<file path="config.mk">
export PLATFORM = sky130hd
export DESIGN_NAME = alu_accum
export DESIGN_NICKNAME = d
export VERILOG_FILES = /design/src/rtl/alu_pkg.sv /design/src/rtl/alu_accum_repeat_counter.sv /design/src/rtl/alu_accum.sv
export SDC_FILE = /design/constraint.sdc
export NUM_CORES = 1
export LEC_CHECK = 0
export CAP_MARGIN = 20
export CORE_ASPECT_RATIO = 0.6
export CORE_MARGIN = 2
export CORE_UTILIZATION = 25
export DETAILED_ROUTE_END_ITERATION = 7
export DONT_BUFFER_PORTS = 1
export GPL_TIMING_DRIVEN = 1
export PLACE_DENSITY = 0.42
export REMOVE_ABC_BUFFERS = 1
export SYNTH_ARGS = -nofsm -noshare
export SYNTH_HDL_FRONTEND = slang
export SYNTH_HIERARCHICAL = 1
export SYNTH_SLANG_ARGS = --single-unit
</file>
<file path="constraint.sdc">
create_clock -name clk -period 4 [get_ports clk]
set_input_delay 0.8 -clock clk [delete_from_list [all_inputs] [get_ports clk]]
set_output_delay 0.8 -clock clk [all_outputs]
set_load 0.05 [all_outputs]
</file>
<file path="src/rtl/alu_pkg.sv">
// Shared definitions for the bitwise ALU slice and its accumulator stage.
package alu_pkg;

  localparam int unsigned OP_W = 3;

  typedef enum logic [1:0] {
    ST_IDLE = 2'd0,
    ST_RUN  = 2'd1,
    ST_DONE = 2'd2
  } state_e;

  localparam logic [OP_W-1:0] OP_AND = 3'd0;
  localparam logic [OP_W-1:0] OP_OR  = 3'd1;
  localparam logic [OP_W-1:0] OP_XOR = 3'd2;
  localparam logic [OP_W-1:0] OP_NOT = 3'd3;
  localparam logic [OP_W-1:0] OP_SHL = 3'd4;
  localparam logic [OP_W-1:0] OP_SHR = 3'd5;
  localparam logic [OP_W-1:0] OP_ROL = 3'd6;
  localparam logic [OP_W-1:0] OP_ROR = 3'd7;

endpackage

</file>
<file path="src/rtl/alu_accum_repeat_counter.sv">
// Loadable down-counter holding the passes still to run; saturates at zero.
module repeat_counter #(
  parameter int unsigned CNT_W = 3
) (
  input  logic             clk,
  input  logic             rst,
  input  logic             load,
  input  logic [CNT_W-1:0] load_val,
  input  logic             dec,
  output logic [CNT_W-1:0] cnt_q,
  output logic             zero_c
);

  logic [CNT_W-1:0] cnt_d;

  always_comb begin
    cnt_d = cnt_q;
    if (load) begin
      cnt_d = load_val;
    end else if (dec && (cnt_q != '0)) begin
      cnt_d = cnt_q - CNT_W'(1);
    end
  end

  always_ff @(posedge clk or posedge rst) begin
    if (rst) begin
      cnt_q <= '0;
    end else begin
      cnt_q <= cnt_d;
    end
  end

  assign zero_c = (cnt_q == '0);

endmodule

</file>
<file path="src/rtl/alu_accum.sv">
// Accumulator/flag stage behind the bitwise slice; repeats one latched opcode
// for count+1 cycles with a start/busy/done handshake.
module alu_accum
  import alu_pkg::*;
#(
  parameter int unsigned WIDTH = 8,
  parameter int unsigned CNT_W = 3
) (
  input  logic             clk,
  input  logic             rst,
  input  logic             start,
  input  logic [OP_W-1:0]  op_in,
  input  logic [CNT_W-1:0] count_in,
  input  logic [WIDTH-1:0] b_in,
  input  logic             load,
  input  logic [WIDTH-1:0] load_data,
  input  logic [WIDTH-1:0] res_q,
  input  logic             res_cout,
  output logic [WIDTH-1:0] alu_a,
  output logic [WIDTH-1:0] alu_b,
  output logic [OP_W-1:0]  alu_op,
  output logic             alu_cin,
  output logic [WIDTH-1:0] acc,
  output logic             carry,
  output logic             zero,
  output logic             busy,
  output logic             done
);

  state_e           state_q, state_d;
  logic [WIDTH-1:0] acc_q, acc_d;
  logic             carry_q, carry_d;
  logic             zero_q, zero_d;
  logic [WIDTH-1:0] b_q, b_d;
  logic [OP_W-1:0]  op_q, op_d;
  logic             busy_q, busy_d;
  logic             done_q, done_d;
  logic             cnt_load, cnt_dec, cnt_zero;
  logic [CNT_W-1:0] remaining;

  repeat_counter #(.CNT_W(CNT_W)) u_repeat_counter (
    .clk      (clk),
    .rst      (rst),
    .load     (cnt_load),
    .load_val (count_in),
    .dec      (cnt_dec),
    .cnt_q    (remaining),
    .zero_c   (cnt_zero)
  );

  // Next-state and datapath; start outranks load, both ignored outside IDLE.
  always_comb begin
    state_d  = state_q;
    acc_d    = acc_q;
    carry_d  = carry_q;
    zero_d   = zero_q;
    b_d      = b_q;
    op_d     = op_q;
    cnt_load = 1'b0;
    cnt_dec  = 1'b0;
    case (state_q)
      ST_IDLE: begin
        if (start) begin
          op_d     = op_in;
          b_d      = b_in;
          cnt_load = 1'b1;
          state_d  = ST_RUN;
        end else if (load) begin
          acc_d  = load_data;
          zero_d = (load_data == '0);
        end
      end
      ST_RUN: begin
        acc_d   = res_q;
        carry_d = res_cout;
        zero_d  = (res_q == '0);
        if (cnt_zero) begin
          state_d = ST_DONE;
        end else begin
          cnt_dec = 1'b1;
        end
      end
      ST_DONE: state_d = ST_IDLE;
      default: state_d = ST_IDLE;
    endcase
    busy_d = (state_d != ST_IDLE);
    done_d = (state_d == ST_DONE);
  end

  always_ff @(posedge clk or posedge rst) begin
    if (rst) begin
      state_q <= ST_IDLE;
      acc_q   <= '0;
      carry_q <= 1'b0;
      zero_q  <= 1'b1;
      b_q     <= '0;
      op_q    <= '0;
      busy_q  <= 1'b0;
      done_q  <= 1'b0;
    end else begin
      state_q <= state_d;
      acc_q   <= acc_d;
      carry_q <= carry_d;
      zero_q  <= zero_d;
      b_q     <= b_d;
      op_q    <= op_d;
      busy_q  <= busy_d;
      done_q  <= done_d;
    end
  end

  assign alu_a   = acc_q;
  assign alu_b   = b_q;
  assign alu_op  = op_q;
  assign alu_cin = carry_q;
  assign acc     = acc_q;
  assign carry   = carry_q;
  assign zero    = zero_q;
  assign busy    = busy_q;
  assign done    = done_q;

endmodule

</file>
==> results.md, run 1 <==
- Outcome: finished, final reports clean
- NumNets Final: 138
- Worst min path class: primary input to asynchronous set/reset pin
- Clock Pin Slew Worst Setup and Hold Paths: 0.09 ns
- Worst-case clock buffer depth: 2
- Dpl cell area: 1370 um2
- 1st-iter DRT viols: 26
- Hold_buf cts: 0
- Final GP Congestion: slightly below 0.7
- Mean area per synthesized cell: about 13 um2
- Antenna Nets Post-Route: 0
- Worst skew pair latency: about 0.27 ns
- Inserted Clock Buffers: 3
- Vias per cell: ~4.6
- Crit Path Class: flip-flop to output pin
- Vias: 765
- Area Growth Syn to Fin: 5.40%
- Mapped Cells: 106
- Rows: 20
- Initial antenna violation count: 0
- Maxcap violations: 0
- Cell Area, Synth: roughly 1400 um2
- GRT Total Usage: between 8 and 9%
- Io pins: 67
- CTS H-Tree Depth: 1
- Vias in the first global route: approximately 800
- Dominant cells by area after synthesis: dfrtp_1 49%, mux2_2 22%, buf_4 4.9%
- Reg-to-reg endpoint: acc[1]$_DFFE_PP0P_
- Input/output buffers: 0
- Yosys reg bits: 28
- CTS Root Cell: clkbuf_8
- Post-CTS setup buffers: 0
- CP Max Fanout: 3
- Final period util: between 50% and 60%
- Minimum clock period: between 2 and 2.5 ns
- Dpl hpwl: between 1500 and 2000 um
- Core area: ~5200 um2
- Setup TNS: 0 ns
- Worst EP arrival: roughly 1.2 ns
- Largest net degree at the start of global routing: 26
- CP Launch Type: flip-flop
- Worst flop-to-flop path startpoint: state_q[0]$_DFF_PP0_
- Cell taking the most area after synthesis: dfrtp_1
- Worst r2r path cells: 3
- Die area: approximately 6100 um2
- Slew @ Worst Pin: 0.919 ns
- Routed Wire Length: roughly 2600 um
- Register-to-register setup slack: 2.04 ns
- Global-route wire length before repair: around 4000 um
- Layout cells sized above 1: a little under two fifths
- Synthesis Warnings: 6
- Crit end category: output pin
- Number of clock sinks: 28
- Clock skew: 0.00351 ns
- Slew HR: ~39%
- Worst Path Required: approximately 3.2 ns
- Final instance area: roughly 1400 um2
- DRC: 0
- Fillers: ~530
- Setup violators final: 0
- Synth top area share: 49.5%
- DIE WIDTH: 99.4 um
- GRT overflow: 0
- CTS tree: built
- Max Freq: 0.492 GHz
- RSZ-0062 raised after global routing: false
- Post-DR wirelength/cell: 15.8 um
- Initial core utilization: between 20% and 30%
- Post-synthesis cell type count: 22
- Pre-antenna DRT Iters: 2
- Sequential element share of the synthesized area: 51.4%
- ANT cells: 0
- Post-CTS Resized: 0
- Slew Viols, Final: 0
- Die height: between 60 and 70 um
- Final Hold Fails: 0
==> per-stage QoR <==
step | utilization (%) | std cells | hold slack (ns) | setup slack, ns
after floorplan | - | 94 | 0.554 | 1.72
after global placement | 26.5 | 161 | 0.569 | 2.09
after detailed placement | 26.5 | 161 | 0.568 | 1.99
after CTS | 27.4 | 165 | 0.262 | 1.95
after global routing | 27.9 | 166 | 0.247 | 1.88
final | 27.9 | 166 | 0.270 | 1.97
==> layout make-up <==
type                    count  area (um2)  share of cell area (%)
flip-flops and latches     28         702                    48.7
clock buffers               4        45.0                    3.13
well taps                  66        82.6                    5.73
inverters                   6        22.5                    1.56
multi-input cells          60         553                    38.4
repair buffers              2        35.0                    2.43
==> flip-flops by register name (all words and copies together) (netlist names) <==
| register | count |
|---|---|
| alu_b | 8 |
| zero | 1 |
| u_repeat_counter/cnt_q | 3 |
| busy | 1 |
| state_q | 2 |
| done | 1 |
| alu_cin | 1 |
| acc | 8 |
| alu_op | 3 |
==> worst max path at each step <==
stage | from | end | depth (start not counted)
final | alu_cin$_DFFE_PP0N_ | carry | 0
after global routing | state_q[0]$_DFF_PP0_ | acc[4]$_DFFE_PP0P_ | 3
after CTS | alu_cin$_DFFE_PP0N_ | alu_cin | 0
after detailed placement | state_q[0]$_DFF_PP0_ | acc[5]$_DFFE_PP0P_ | 3
after global placement | state_q[1]$_DFF_PP0_ | acc[6]$_DFFE_PP0P_ | 3
after floorplan | start | u_repeat_counter/cnt_q[0]$_DFFE_PP0P_ | 3
==> Yosys cell counts <==
cell type,count
or2_2,2
and2_1,2
mux2_2,27
a221o_1,3
ha_1,2
dfrtp_1,27
or4_1,4
o21ai_0,2
nand2b_1,3
dfstp_2,1
o211a_1,1
nor4b_1,4
nand2_1,3
nor2_1,1
and2b_4,1
inv_1,6
nor3b_2,1
a21oi_2,1
buf_4,9
buf_6,1
buf_2,2
nor2b_1,3
==> layout by cell type, fill, tap and decap left out, types with 3 or more instances in the layout <==
cell type	synthesis	routed
mux2_2	27	27
dfrtp_1	27	27
or4_1	4	4
inv_1	6	6
a221o_1	3	3
nor4b_1	4	4
nand2_1	3	3
nor2b_1	3	3
clkbuf_8	0	3
nand2b_1	3	3
==> kinds of logic (layout without fill, tap and decap cells) <==
group / count (synthesis) / after routing / synth area share [%]
AO/OA/AOI/OAI: 7 / 7 / 4.30
AND/OR/NAND/NOR: 24 / 24 / 12.1
adder cells (fa/ha/maj): 2 / 2 / 1.83
buffers and inverters: 18 / 12 / 8.15
flip-flops: 28 / 28 / 51.4
multiplexers: 27 / 27 / 22.3
==> per-layer routing <==
metal	GRT usage (%)	share of wire [%]	vias up
li1	-	-	351
met1	11.1	47	372
met2	13.9	43	42
met3	5.11	10	0
met4	1.17	0	0
met5	0	0	-
Power of run 1 is not shown: default switching activity piles up to over one toggle a cycle in this logic, so the estimate is an artifact.
==> run 2: changes to the inputs <==
Settings changed: PLACE_DENSITY 0.42 to 0.44.
Clock period 4 ns to 1.6 ns, I/O delays scaled along.
==> run 2 against run 1 <==
Effect of this change:
- register-to-register slack lost 2.0 ns
- global-route usage grew 1.3 points
- first-iteration DRC count shrank 35%
- clock skew grew 0.0018 ns
- setup slack lost 1.9 ns
- wire length grew 12%
- sequential share of layout area shrank 5.7 points
- critical path depth grew 6
- via count grew 10%
- hold slack lost 0.12 ns
- highest routed layer is now met4
==> results.md, run 2 (synthesis results as in run 1) <==
- GRT Total Usage: 10.1% (+1.3 points)
- Die height: 61.3 um (unchanged)
- Crit-path cells: inv_1 > ha_1 > ha_4 > nor2_4 > nand2b_1 > a221o_1
- Setup WS pre-CTS: -0.136 ns (-2.13 ns)
- Slowest CP cell: dfrtp_1
- CTS tree: built
- Vias: 845 (+10%)
- Slew Viols, Final: 0 (unchanged)
- Final GP Congestion: 0.753 (+12%)
- Core area: 5150 um2 (unchanged)
- Slew @ Worst Pin: 0.488 ns (-0.431 ns)
- Io pins: 67 (unchanged)
- Setup violators final: 0 (unchanged)
- Fillers: 516 (-3.2%)
- CP Max Fanout: 7 (+4)
- Worst Path Required: 1.76 ns (-1.44 ns)
- Vias in the first global route: 902 (+12%)
- Pre-antenna DRT Iters: 4 (+2)
- Register-to-register setup slack: 0.04 ns (-2.00 ns)
- Largest net degree at the start of global routing: 17 (-35%)
- Post-DR wirelength/cell: 16.0 um (+1.1%)
- Number of clock sinks: 28 (unchanged)
- Worst min path class: primary input to flip-flop
- Maxcap violations: 0 (unchanged)
- Clock Pin Slew Worst Setup and Hold Paths: 0.10 ns (about the same)
- CP top delay family: adder cells
- Die area: 6090 um2 (unchanged)
- Most frequent cells in the layout: 27 x mux2_2, 27 x dfrtp_1, 18 x buf_4
- CTS Root Cell: clkbuf_8
- Final period util: between 90% and 100%
- Input/output buffers: 0 (unchanged)
- Initial antenna violation count: 0 (unchanged)
- 1st-iter DRT viols: 17 (-35%)
- Clock skew: 0.00530 ns (+0.00179 ns)
- Vias per cell: 4.59 (-0.35%)
- Routed Wire Length: 2940 um (+12%)
- Max Freq: 0.643 GHz
- GRT overflow: 0 (unchanged)
- DRC: 0 (unchanged)
- CTS H-Tree Depth: 1 (unchanged)
- CP Launch Type: flip-flop
- Dpl hpwl: 2280 um (+16%)
- Util after Layout: 31.7% (+3.7 points)
- NumNets Final: 156 (+13%)
- Outcome: finished, final reports clean
- Worst skew pair latency: 0.27 ns (about the same)
- Layout cells sized above 1: 51.7% (+14 points)
- Crit Path Class: flip-flop to flip-flop
- Setup TNS: 0 ns (unchanged)
- Global-route wire length before repair: 4600 um (+15%)
- Hold_ws: 0.149 ns (-0.121 ns)
- Worst Path Buf+Inv: 1
- Crit path largest cell delay: about 0.39 ns
- Minimum clock period: 1.56 ns
- Area Growth Syn to Fin: 19.4%
- Final Hold Fails: 0 (unchanged)
- Worst EP arrival: 1.71 ns (+0.48 ns)
- Inserted Clock Buffers: 3 (unchanged)
- ANT cells: 0 (unchanged)
- Final worst slack: 0.0442 ns (-1.92 ns)
- Crit end category: flip-flop
- DIE WIDTH: 99.4 um (unchanged)
- Worst-case clock buffer depth: 2 (unchanged)
- Antenna Nets Post-Route: 0 (unchanged)
- Initial core utilization: 26.5% (unchanged)
- Slew HR: 67.5% (+29 points)
- Rows: 20 (unchanged)
[run 2: area by class of cell]
cell class / count / area (um2) / area share [%]
timing repair buffer: 20 / 165 / 10.1
inverter: 6 / 22.5 / 1.38
clock inverter: 1 / 30.0 / 1.84
tap: 66 / 82.6 / 5.06
sequential: 28 / 702 / 43.0
multi-input combinational: 60 / 588 / 36.0
clock buffer: 3 / 41.3 / 2.53
[run 2: through the flow]
step	std cells	cell area (um2)
finish	184	1630
global route	184	1630
CTS	182	1590
floorplan	94	1280
global placement	176	1490
detailed placement	176	1490
[run 2: worst paths after layout]
path,startpoint,to,cells after the start
setup reg to reg,u_repeat_counter/cnt_q[0]$_DFFE_PP0P_,u_repeat_counter/cnt_q[0]$_DFFE_PP0P_,6
setup / recovery,u_repeat_counter/cnt_q[0]$_DFFE_PP0P_,u_repeat_counter/cnt_q[0]$_DFFE_PP0P_,6
hold reg to reg,acc[2]$_DFFE_PP0P_,acc[2]$_DFFE_PP0P_,1
hold / removal,res_cout,alu_cin$_DFFE_PP0N_,2
min in group asynchronous,rst,u_repeat_counter/cnt_q[1]$_DFFE_PP0P_,2
max in group asynchronous,rst,zero$_DFFE_PP1P_,3
[run 2: worst register-to-register path, delay by kind of cell, from the launching register on]
kind / cells / cell delay, ns
and+or+nand+nor: 2 / 0.24
DFF: 1 / 0.39
buffers and inverters: 1 / 0.07
AOI/OAI and AO/OA: 1 / 0.31
adders and majority gates: 2 / 0.43
[run 2: repair_timing]
| item | CTS | global route |
|---|---|---|
| endpoints found under the setup margin | 3 | 10 |
| hold buffers | 1 | 0 |
| cloned | 0 | 0 |
| buffers inserted | 1 | 2 |
| gates resized for setup | 2 | 5 |
| pin swaps | 1 | 0 |
| endpoints found under the hold margin | 27 | 0 |
[run 2: layer usage]
metal,vias to the layer above,GRT usage [%],routed length [um]
li1,388,-,-
met1,415,11.7,1230
met2,34,17.1,1440
met3,8,4.54,191
met4,0,3.91,71
met5,-,0,0
Power of run 2 is left out for the same reason.
==> run 3: changes to the inputs <==
Settings changed: PLACE_DENSITY 0.44 to not set, SETUP_SLACK_MARGIN set to 0.02.
==> run 3 against run 2 <==
Effect of this change:
- clock skew hardly changed
- wire length increased by 1.2%
- sequential share of layout area rose by 0.64 points
- non-clock buffer count fell by 2
- sequential cell count unchanged
- cell count fell by 1.1%
- critical path depth shrank 2
- maximum frequency grew 3.4%
- design area decreased by 1.5%
- global-route usage shrank 0.60 points
- hold slack improved by 0.0079 ns
==> results.md, run 3 (synthesis results as in run 1) <==
- Number of clock sinks: 28 (unchanged)
- CP Max Fanout: 7 (unchanged)
- Layout cells sized above 1: 51.7% (about the same)
- Minimum clock period: 1.50 ns (-0.0515 ns)
- GRT Total Usage: 9.54% (-0.60 points)
- Dpl cell area: 1480 um2 (-0.84%)
- Crit end category: flip-flop
- Inserted Clock Buffers: 3 (unchanged)
- ANT cells: 0 (unchanged)
- Worst min path class: primary input to flip-flop
- Most frequent cells in the layout: 27 x mux2_2, 27 x dfrtp_1, 17 x buf_4
- Crit-path cells: nor2b_2 > buf_4 > mux2_2 > mux2_2
- Die height: 61.3 um (unchanged)
- Initial antenna violation count: 0 (unchanged)
- Slowest CP cell: dfrtp_1
- GRT overflow: 0 (unchanged)
- Worst EP arrival: 1.66 ns (-0.05 ns)
- Crit Path Class: flip-flop to flip-flop
- CP Launch Type: flip-flop
- Core area: 5150 um2 (unchanged)
- Max Freq: 0.665 GHz (+3.4%)
- Slew @ Worst Pin: 0.494 ns (+0.00555 ns)
- Worst Path Required: 1.76 ns (about the same)
- Final Hold Fails: 0 (unchanged)
- Crit path largest cell delay: 0.43 ns (+0.04 ns)
- Dpl hpwl: 2420 um (+6.3%)
- Global-route wire length before repair: 4480 um (-2.5%)
- CTS tree: built
- Setup violators final: 0 (unchanged)
- Clock skew: 0.00526 ns (-0.0000377 ns)
- GR Layer Usage met2: 17.6% (+0.48 points)
- CTS Root Cell: clkbuf_8
- Fillers: 526 (+1.9%)
- Final GP Congestion: 0.678 (-10%)
- GR peak layer: met2
- Worst-case clock buffer depth: 2 (unchanged)
- M1 GR Usage: 11.7% (about the same)
- Routed Wire Length: 2970 um (+1.2%)
- CP top delay family: multiplexers
- Slew HR: 67.1% (-0.37 points)
- RSZ-0062 raised after global routing: false
- Clock Pin Slew Worst Setup and Hold Paths: 0.10 ns (about the same)
- Initial core utilization: 26.5% (unchanged)
- Met3 usage: 1.82% (-2.7 points)
- DIE WIDTH: 99.4 um (unchanged)
- Post-DR wirelength/cell: 16.3 um (+2.3%)
- Slew Viols, Final: 0 (unchanged)
- Outcome: finished, final reports clean
- Rows: 20 (unchanged)
- Final period util: 94.0% (-3.2 points)
- Die area: 6090 um2 (unchanged)
- Io pins: 67 (unchanged)
- Input/output buffers: 0 (unchanged)
- Crit-path most repeated cell: mux2_2
- Vias: 815 (-3.6%)
- 1st-iter DRT viols: 22 (+5)
- DRC: 0 (unchanged)
- Area Growth Syn to Fin: 17.7%
- Maxcap violations: 0 (unchanged)
- Worst skew pair latency: 0.27 ns (about the same)
- Antenna Nets Post-Route: 0 (unchanged)
- Vias per cell: 4.48 (-2.5%)
- Final instance area: 1610 um2 (-1.5%)
- NumNets Final: 154 (-1.3%)
- Pre-antenna DRT Iters: 4 (unchanged)
- Worst Path Buf+Inv: 1 (unchanged)
- Largest net degree at the start of global routing: 26 (+9)
- CTS H-Tree Depth: 1 (unchanged)
- Vias in the first global route: 893 (-1.0%)
## run 3: cell count changes in the layout (fill, tap and decap cells not counted)
cell	change
nor4b_1	+1
buf_12	-1
ha_1	-1
ha_2	+1
nand2b_4	+1
buf_4	-1
nor4b_2	-1
nand2b_1	-1
## run 3: what timing repair did
item                                    4_1_cts  5_1_grt
hold endpoints to repair                     27        0
pin swaps                                     0        0
hold buffers                                  1        0
buffers inserted                              1        0
endpoints found under the setup margin        3        6
resized for setup                             2        6
gates cloned                                  0        0
## run 3: cell type report
type                            instances  area, um2  share of cell area (%)
Timing Repair Buffer                   18        138                    8.56
Multi-Input combinational cell         60        592                    36.8
Inverter                                6       22.5                    1.40
Tap cell                               66       82.6                    5.14
Sequential cell                        28        702                    43.7
Clock inverter                          1       30.0                    1.87
Clock buffer                            3       41.3                    2.57
## run 3: worst register-to-register path, delay by kind of cell, from the launching register on
| family | cells | cell delay (ns) |
|---|---|---|
| AND/OR/NAND/NOR | 1 | 0.20 |
| flip-flops | 1 | 0.43 |
| multiplexers | 2 | 0.61 |
| buffers and inverters | 1 | 0.16 |
## run 3: layer usage
metal,vias up,wire [um],part of all wire [%]
met1,408,1190,40
met2,22,1590,53
li1,383,-,-
met5,-,0,0
met4,0,25,0.84
met3,2,165,5.6
## run 3: worst paths after layout
kind                                      startpoint                                    end  slack [ns]  cells past startpoint
max in group asynchronous                        rst                       zero$_DFFE_PP1P_        0.73                      3
worst min register to register   alu_cin$_DFFE_PP0N_                    alu_cin$_DFFE_PP0N_        0.49                      2
min in group asynchronous                        rst  u_repeat_counter/cnt_q[1]$_DFFE_PP0P_        0.38                      2
worst max register to register  state_q[0]$_DFF_PP0_                     acc[5]$_DFFE_PP0P_         0.1                      4
worst max-delay path            state_q[0]$_DFF_PP0_                     acc[5]$_DFFE_PP0P_         0.1                      4
worst min-delay path                        res_cout                    alu_cin$_DFFE_PP0N_        0.16                      2
## run 3: per-stage QoR
step	TNS, ns	std cells	worst slack (ns)	utilization, %	hold slack, ns
floorplan	-2.79	94	-0.325	-	0.0736
global placement	0	176	0.123	28.7	0.0824
detailed placement	-0.198	176	-0.0702	28.7	0.0883
CTS	0	182	0.0369	30.6	0.155
global route	0	182	0.0220	31.2	0.153
finish	0	182	0.0957	31.2	0.157
Power of run 3 is left out for the same reason.
